<file path="src/rtl/ps2_key_sequencer.sv">
// PS/2 scan-code decoder that turns fresh presses of eleven keys into commands,
// queues them in a small FIFO and lights a held quadrant LED for each popped quadrant.
module ps2_key_sequencer #(
   parameter int HOLD_CYCLES = 10000000,
   parameter int FIFO_DEPTH  = 4
) (
   input  logic       clk,
   input  logic       rst,
   input  logic [7:0] code_in,
   input  logic       code_valid,
   input  logic       code_err,
   output logic       cmd_valid,
   input  logic       cmd_ready,
   output logic [3:0] cmd_code,
   output logic [8:0] quadrant_led,
   output logic       overflow,
   output logic       busy
);

   localparam int PTR_W  = (FIFO_DEPTH > 1) ? $clog2(FIFO_DEPTH) : 1;
   localparam int CNT_W  = PTR_W + 1;
   localparam int HOLD_W = (HOLD_CYCLES > 1) ? $clog2(HOLD_CYCLES + 1) : 1;
   localparam logic [CNT_W-1:0]  FULL_CNT = CNT_W'(FIFO_DEPTH);
   localparam logic [HOLD_W-1:0] HOLD_LD  = HOLD_W'(HOLD_CYCLES);

   typedef enum logic [1:0] {
      ST_IDLE    = 2'd0,
      ST_EXT     = 2'd1,
      ST_BRK     = 2'd2,
      ST_EXT_BRK = 2'd3
   } state_t;

   function automatic logic [3:0] map_key(input logic [7:0] code);
      case (code)
         8'h16:   map_key = 4'd1;
         8'h1E:   map_key = 4'd2;
         8'h26:   map_key = 4'd3;
         8'h25:   map_key = 4'd4;
         8'h2E:   map_key = 4'd5;
         8'h36:   map_key = 4'd6;
         8'h3D:   map_key = 4'd7;
         8'h3E:   map_key = 4'd8;
         8'h46:   map_key = 4'd9;
         8'h15:   map_key = 4'd10;
         8'h1D:   map_key = 4'd11;
         default: map_key = 4'd0;
      endcase
   endfunction

   function automatic logic [10:0] key_mask(input logic [3:0] key);
      if (key == 4'd0) begin
         key_mask = 11'd0;
      end else begin
         key_mask = 11'd1 << (key - 4'd1);
      end
   endfunction

   function automatic logic [8:0] quad_onehot(input logic [3:0] quad);
      quad_onehot = 9'd1 << (quad - 4'd1);
   endfunction

   state_t             state_r;
   logic [10:0]        held_r;
   logic [3:0]         mem_r [FIFO_DEPTH];
   logic [PTR_W-1:0]   wr_ptr_r;
   logic [PTR_W-1:0]   rd_ptr_r;
   logic [CNT_W-1:0]   count_r;
   logic               cmd_valid_r;
   logic [3:0]         cmd_code_r;
   logic [8:0]         led_r;
   logic [HOLD_W-1:0]  hold_r;
   logic               overflow_r;
   logic               busy_r;

   logic [3:0]         key_s;
   logic [10:0]        mask_s;
   logic               is_e0_s;
   logic               is_f0_s;
   logic               good_s;
   logic               make_s;
   logic               break_s;
   logic               push_s;
   logic               pop_s;
   logic               accept_s;
   logic               drop_s;
   logic               quad_pop_s;
   state_t             state_nx_s;
   logic [CNT_W-1:0]   count_nx_s;
   logic [CNT_W-1:0]   after_pop_s;
   logic [PTR_W-1:0]   rd_ptr_nx_s;
   logic [3:0]         head_nx_s;

   // Byte decode, FIFO handshake and the next-state values the registers load.
   always_comb begin
      key_s       = map_key(code_in);
      mask_s      = key_mask(key_s);
      is_e0_s     = (code_in == 8'hE0);
      is_f0_s     = (code_in == 8'hF0);
      good_s      = code_valid && !code_err;
      make_s      = good_s && (state_r == ST_IDLE) && !is_e0_s && !is_f0_s && (key_s != 4'd0);
      break_s     = good_s && (state_r == ST_BRK) && (key_s != 4'd0);
      push_s      = make_s && ((held_r & mask_s) == 11'd0);
      pop_s       = cmd_valid_r && cmd_ready;
      accept_s    = push_s && ((count_r != FULL_CNT) || pop_s);
      drop_s      = push_s && (count_r == FULL_CNT) && !pop_s;
      quad_pop_s  = pop_s && (cmd_code_r >= 4'd1) && (cmd_code_r <= 4'd9);
      after_pop_s = count_r - CNT_W'(pop_s);
      count_nx_s  = after_pop_s + CNT_W'(accept_s);
      if (pop_s) begin
         rd_ptr_nx_s = rd_ptr_r + PTR_W'(1);
      end else begin
         rd_ptr_nx_s = rd_ptr_r;
      end
      // A push into a queue that is empty after this cycle's pop becomes the new head.
      if (accept_s && (after_pop_s == '0)) begin
         head_nx_s = key_s;
      end else begin
         head_nx_s = mem_r[rd_ptr_nx_s];
      end
      state_nx_s = state_r;
      if (!code_valid) begin
         state_nx_s = state_r;
      end else if (code_err) begin
         state_nx_s = ST_IDLE;
      end else begin
         case (state_r)
            ST_IDLE: begin
               if (is_e0_s) begin
                  state_nx_s = ST_EXT;
               end else if (is_f0_s) begin
                  state_nx_s = ST_BRK;
               end else begin
                  state_nx_s = ST_IDLE;
               end
            end
            ST_EXT: begin
               if (is_f0_s) begin
                  state_nx_s = ST_EXT_BRK;
               end else begin
                  state_nx_s = ST_IDLE;
               end
            end
            ST_BRK:     state_nx_s = ST_IDLE;
            ST_EXT_BRK: state_nx_s = ST_IDLE;
            default:    state_nx_s = ST_IDLE;
         endcase
      end
   end

   // Prefix FSM, held-key vector and the busy flag.
   always_ff @(posedge clk) begin
      if (rst) begin
         state_r <= ST_IDLE;
         held_r  <= 11'd0;
         busy_r  <= 1'b0;
      end else begin
         state_r <= state_nx_s;
         if (make_s) begin
            held_r <= held_r | mask_s;
         end else if (break_s) begin
            held_r <= held_r & ~mask_s;
         end else begin
            held_r <= held_r;
         end
         busy_r <= (state_nx_s != ST_IDLE) || (count_nx_s != '0);
      end
   end

   // Command FIFO storage, pointers and the registered head presentation.
   always_ff @(posedge clk) begin
      if (rst) begin
         for (int i = 0; i < FIFO_DEPTH; i++) begin
            mem_r[i] <= 4'd0;
         end
         wr_ptr_r    <= '0;
         rd_ptr_r    <= '0;
         count_r     <= '0;
         cmd_valid_r <= 1'b0;
         cmd_code_r  <= 4'd0;
         overflow_r  <= 1'b0;
      end else begin
         if (accept_s) begin
            mem_r[wr_ptr_r] <= key_s;
            wr_ptr_r        <= wr_ptr_r + PTR_W'(1);
         end
         rd_ptr_r    <= rd_ptr_nx_s;
         count_r     <= count_nx_s;
         cmd_valid_r <= (count_nx_s != '0);
         cmd_code_r  <= (count_nx_s != '0) ? head_nx_s : 4'd0;
         if (drop_s) begin
            overflow_r <= 1'b1;
         end
      end
   end

   // Quadrant LED with a reloading (never additive) hold counter.
   always_ff @(posedge clk) begin
      if (rst) begin
         led_r  <= 9'd0;
         hold_r <= '0;
      end else if (quad_pop_s) begin
         led_r  <= quad_onehot(cmd_code_r);
         hold_r <= HOLD_LD;
      end else if (hold_r != '0) begin
         hold_r <= hold_r - HOLD_W'(1);
         if (hold_r == HOLD_W'(1)) begin
            led_r <= 9'd0;
         end
      end
   end

   assign cmd_valid    = cmd_valid_r;
   assign cmd_code     = cmd_code_r;
   assign quadrant_led = led_r;
   assign overflow     = overflow_r;
   assign busy         = busy_r;

endmodule
</file>
<file path="config.mk">
export PLATFORM = sky130hd
export DESIGN_NAME = ps2_key_sequencer
export DESIGN_NICKNAME = d
export VERILOG_FILES = /design/src/rtl/ps2_key_sequencer.sv
export SDC_FILE = /design/constraint.sdc
export NUM_CORES = 1
export LEC_CHECK = 0
export CAP_MARGIN = 20
export CORE_MARGIN = 1
export CORE_UTILIZATION = 53
export DETAILED_ROUTE_END_ITERATION = 7
export GPL_TIMING_DRIVEN = 0
export PLACE_DENSITY = 0.73
export RECOVER_POWER = 100
export SLEW_MARGIN = 5
export SYNTH_ARGS = -nofsm -noshare
export SYNTH_HDL_FRONTEND = slang
export SYNTH_SLANG_ARGS = --single-unit
</file>
<file path="constraint.sdc">
create_clock -name clk -period 8.3 [get_ports clk]
set_input_delay 1.66 -clock clk [delete_from_list [all_inputs] [get_ports clk]]
set_output_delay 1.66 -clock clk [all_outputs]
set_load 0.005 [all_outputs]
</file>
---- After elaboration in Yosys (flattened, before gate mapping) ----
Memories as Yosys holds them, arrays and structs flattened.
Index checks and enable logic that the tools add are counted.
storage, ports and cells
  bits in registers ....................... 60
  RAM bits ................................ 16
  input port bits ......................... 13
  output and inout port bits .............. 16
  logic and storage cells ................. 110
  memories kept ........................... 1
memories
  name   words  width  rd ports  clocked after Yosys merged registers in  write ports  RTL line  source
  mem_r  4      4      1         0                                        4            64        logic [3:0] mem_r [FIFO_DEPTH];
operators by class
  $add $sub $neg .......................... 7
  magnitude comparators ................... 2
  eq/ne operators ......................... 19
  shift-type cells ........................ 2
  multiplexer cells ....................... 25
  bitwise logic cells ..................... 5
  reductions and logical operators ........ 37
operator list
  operator               number
  $eq 8x6->1 const B     6
  $mux 24                2
  $pmux 4 s11            1
  $mux 11                3
  $eq 8x5->1 const B     4
  $mux 9                 3
  $eq 24x1->1 const B    1
  $reduce_bool 24->1     1
  $sub 24x1->24 const B  1
  $and 11x11->11         2
  $eq 8x8->1 const B     2
  $logic_and 1x1->1      15
  $mux 2                 7
  $logic_not 11->1       1
  $not 11->11            1
  $or 11x11->11          1
  $shl 1x4->11 const A   1
  $shl 1x4->9 const A    1
  $eq 8x7->1 const B     1
  $mux 4                 2
  $reduce_bool 2->1      4
  $sub 4x1->4 const B    2
  $mux 1                 6
  $pmux 2 s3             1
  other kinds (20)       28

---- Logic depth before layout (Yosys ltp) ----
  depth after elaboration ................. 14
  gate-level depth with buffers ........... 18
  mapped depth without buffers ............ 13

---- Least setup slack after synthesis ----
OpenSTA, ideal clock, no wires.
  kind .................................... input port to flip-flop
  start ................................... in code_in[4]
  end ..................................... reg cmd_code_r[2], in the netlist cmd_code[2]
  library setup time ...................... 0.133 ns
  arrival ................................. 4.546 ns
  required time ........................... 8.167 ns
  slack ................................... 3.621 ns
  stages on the path ...................... 15
  path buffers ............................ 3
  cells stage by stage .................... buf_2 -> or4b_1 -> nor3b_2 -> nor4b_1 -> o211a_1 -> or2_1 -> buf_6 -> buf_6 -> nor3_1 -> ha_1 -> ha_1 -> nor3_1 -> nor2_1 -> nand2_1 -> mux2i_1
on the way
  word-level cells in the longest chain between the ends .. 13
  elaborated cells between the ends (all ways) .. 34
  classes of those cells .................. add/sub (2); eq/ne (13); shift (1); mux (3); bitwise (2); reduce/logical (13)
RTL lines
  element                             RTL line  source
  start: declaration                  9         input logic [7:0] code_in,
  $eq 8x5->1 (tied with other cells)  34        case (code)
  $pmux 4 s11                         34
  $sub 4x1->4                         54        key_mask = 11'd1 << (key - 4'd1);
  $shl 1x4->11                        54
  $mux 11                             51        if (key == 4'd0) begin
  $and 11x11->11                      102       push_s = make_s && ((held_r & mask_s) == 11'd0);
  $logic_not 11->1                    102
  $logic_and 1x1->1 *                 102
  $logic_and 1x1->1 *                 104       accept_s = push_s && ((count_r != FULL_CNT) || pop_s);
  named net accept_s                  84        logic accept_s;
  $add 3x1->3 *                       108       count_nx_s = after_pop_s + CNT_W'(accept_s);
  named net count_nx_s[1]             88        logic [CNT_W-1:0] count_nx_s;
  $reduce_bool 3->1 *                 189       cmd_code_r <= (count_nx_s != '0) ? head_nx_s : 4'd0;
  $not 1->1 (no line) *               -
  $reduce_or 2->1 (no line) *         -
  end signal: assignment              189
  end: declaration                    69        logic [3:0] cmd_code_r;
The timed path passes the listed nets; every way through them passes the cells marked *.
A chain may end at the register's enable or synchronous reset.

---- Worst setup path in the final report ----
  start ................................... in code_valid
  end ..................................... reg cmd_code_r[2], in the netlist cmd_code[2]
on the way
  word-level cells in the longest chain between the ends .. 11
  elaborated cells between the ends (all ways) .. 13
  classes of those cells .................. add/sub (1); mux (1); bitwise (1); reduce/logical (10)
RTL lines
  element                          RTL line  source
  start: declaration               10        input logic code_valid,
  $logic_and 1x1->1                99        good_s = code_valid && !code_err;
  $logic_and 1x1->1 (4 in series)  100       make_s = good_s && (state_r == ST_IDLE) && !is_e0_s && !is_f0_s && (key_s != 4'd0);
  $logic_and 1x1->1                102
  $logic_and 1x1->1                104
  named net accept_s               84
  $add 3x1->3                      108
  named net count_nx_s[1]          88
  $reduce_bool 3->1                189
  $not 1->1 (no line)              -
  $reduce_or 2->1 (no line)        -
The timed path passes the listed nets, and every way through them passes these cells.

==> impl_metrics.tcl <==
set metrics [dict create \
    die_x_um 91.1 \
    layout_setup_ws_ns 2.20 \
    synth_nets 474 \
    synthDistinctLibCells 70 \
    synth_top_flop_cell "dfxtp_1" \
    cts_setup_buffers 0 \
    root_buffer "clkbuf_8" \
    r2r_slack_ns 3.80 \
    cts_tree "yes" \
    power.density_mw_per_mm2 291 \
    coreArea_mm2 0.00769 \
    clockBufferDepth 2 \
    place.gp.congestion 0.874 \
    min_path_cells 2 \
    setup_viol 0 \
    end_kind "flip-flop" \
    dieArea_mm2 0.00829 \
    clk_latency_ns 0.35 \
    drv_cap 0 \
    r2r_end "cmd_code[2]$_SDFF_PP0_" \
    period_share 0.735 \
    postCtsHoldBufs 0 \
    min_from "quadrant_led[6]$_SDFFE_PP0P_" \
    worstSetupStartpointType "input port" \
    grt_pass1_vias 3342 \
    status "completed" \
    via_per_inst 5.92 \
    finClkSkew_ns 0.0116 \
    synth_warnings 0 \
    place_ws_ns 2.43 \
    period_minus_slack_ns 6.10 \
    clock.fmax_mhz 164 \
    crit_start "code_valid" \
    cts_resized 0 \
    die_height_um 91.1 \
    drc 0 \
    fin_setup_tns_ns 0 \
    area_delta_synth_final_pct 12.8 \
    worstPathRequired_ns 8.51 \
    ctsHtreeMaxLevel 3 \
    min-delay-path-class "flip-flop to flip-flop" \
    drv_slew 0 \
    hold_violations 0 \
    grt_max_degree 14 \
    hold_end "quadrant_led[6]$_SDFFE_PP0P_" \
    grtUsageTotal 0.237 \
    dr_total_vias 3530 \
    firstDrtPassIters 5 \
    layout_common_cells "60 x dfxtp_1, 56 x nor2_1, 30 x nand2_1" \
    peakVddDrop_mv 0.133 \
    slew_headroom 0.254 \
    path_clk_slew_ns 0.08 \
    r2r_cells 14 \
    final_nets 511 \
    wl_per_cell_um 15.8 \
    grt_pass1_wl_mm 15.8 \
    diodes 0 \
    worstMarginPinSlew_ns 1.11 \
    ys_seq_area_frac 0.400 \
    num-fill-cells 668 \
    core.rowCount 32 \
    antenna_left 0 \
    rsz0062_at_grt "false" \
    cp_max_fo 10 \
    cp_data_arrival_time_ns 6.31 \
    syn-mean-instance-area_um2 9.28 \
    cts_made_buffers 9 \
    crit_type "input port to flip-flop" \
    drt_wl_total_mm 9.42 \
    overflow 0 \
    cts.sinks 76 \
    synthArstFlopShare 0 \
    antenna_found_initial 0 \
    synthesis.area_mm2 0.00420 \
    synth_edf_count 16 \
    synth_seq_cells 76 \
    start_util 0.547 \
    r2r-start "state_r[1]$_SDFF_PP0_" \
    ios 29 \
    io_buffers 26 \
    syn_inst 453 \
    drive_gt1_frac 0.0810 \
    place.detailed.hpwl_mm 6.74 \
    mostFrequentLayoutCell "dfxtp_1" \
    p_leak_nw 1.72 \
    first_iter_violations 203 \
]
## logic make-up (layout without fill, tap and decap cells)
| group | after synthesis | after routing | synth area share |
|---|---|---|---|
| adders and majority gates | 8 | 8 | 0.0238 |
| buffers and inverters | 39 | 80 | 0.0423 |
| xor gates and xnor gates | 23 | 23 | 0.0479 |
| and+or+nand+nor | 215 | 215 | 0.291 |
| AOI/OAI and AO/OA | 72 | 72 | 0.135 |
| muxes | 20 | 20 | 0.0604 |
| DFF | 76 | 76 | 0.400 |
## critical path: stages
cell and delay, ns:
dlygate4sd3_1 0.68, or4b_1 0.48, a31oi_1 0.69, o211ai_2 0.16, a211o_1 0.37, or2_1 0.26
clkbuf_1 0.16, clkbuf_1 0.27, nor3_1 0.23, ha_1 0.18, ha_1 0.23, nor3_1 0.53
nor2_1 0.23, nand2_1 0.12, mux2i_1 0.07
## report_power, final
part	switching (mW)	total, mW	internal [mW]	leakage, nW
clock	0.134	0.329	0.195	0.118
sequential	0.0652	0.507	0.442	0.653
combinational	0.316	0.544	0.228	0.947
## area by class of cell
type                       count  area [um^2]  area share
multi-input combinational    338         2280       0.480
sequential                    76         1680       0.355
tap                          102          128      0.0269
timing repair buffer          26          260      0.0549
clock inverter                 3         68.8      0.0145
inverter                      14         52.6      0.0111
clock buffer                  12          166      0.0351
buffer                        25          109      0.0230
## worst max path at each step
stage / end / slack, ns
final: cmd_code[2]$_SDFF_PP0_ / 2.20
after global routing: cmd_code[1]$_SDFF_PP0_ / 1.84
after CTS: cmd_code[1]$_SDFF_PP0_ / 2.79
after detailed placement: cmd_code[3]$_SDFF_PP0_ / 2.43
after global placement: cmd_code[2]$_SDFF_PP0_ / 2.47
after floorplan: cmd_code[2]$_SDFF_PP0_ / 3.62
## per-stage QoR
stage	power, mW	utilization	std cells	instance area, um^2	hold WS [ns]
floorplan	0.928	-	453	4200	0.434
global placement	1.05	0.597	581	4590	0.444
detailed placement	1.06	0.597	581	4590	0.451
CTS	1.39	0.628	596	4830	0.462
global route	1.48	0.617	596	4740	0.473
finish	1.38	0.617	596	4740	0.456
## cell usage after synthesis, drive strengths merged (8+ instances only)
master,count,area [um^2]
dfxtp,60,1200
xnor2,10,87.6
ha,8,100
inv,14,52.6
nor3b,9,72.6
nand4,8,50.1
nor4,13,111
xor2,13,114
nand3,12,60.1
nand2,30,113
mux2i,13,130
a21oi,17,85.1
buf,11,72.6
nor3,22,125
edfxtp,16,480
clkbuf,14,52.6
nor2b,8,50.1
nor2,56,210
## layer usage
layer / track usage / share of wire
met1: 0.301 / 0.45
met2: 0.405 / 0.49
met3: 0.0511 / 0.044
met4: 0.0675 / 0.014
met5: 0 / 0
No activity file was read; power rests on OpenSTA's default activity.
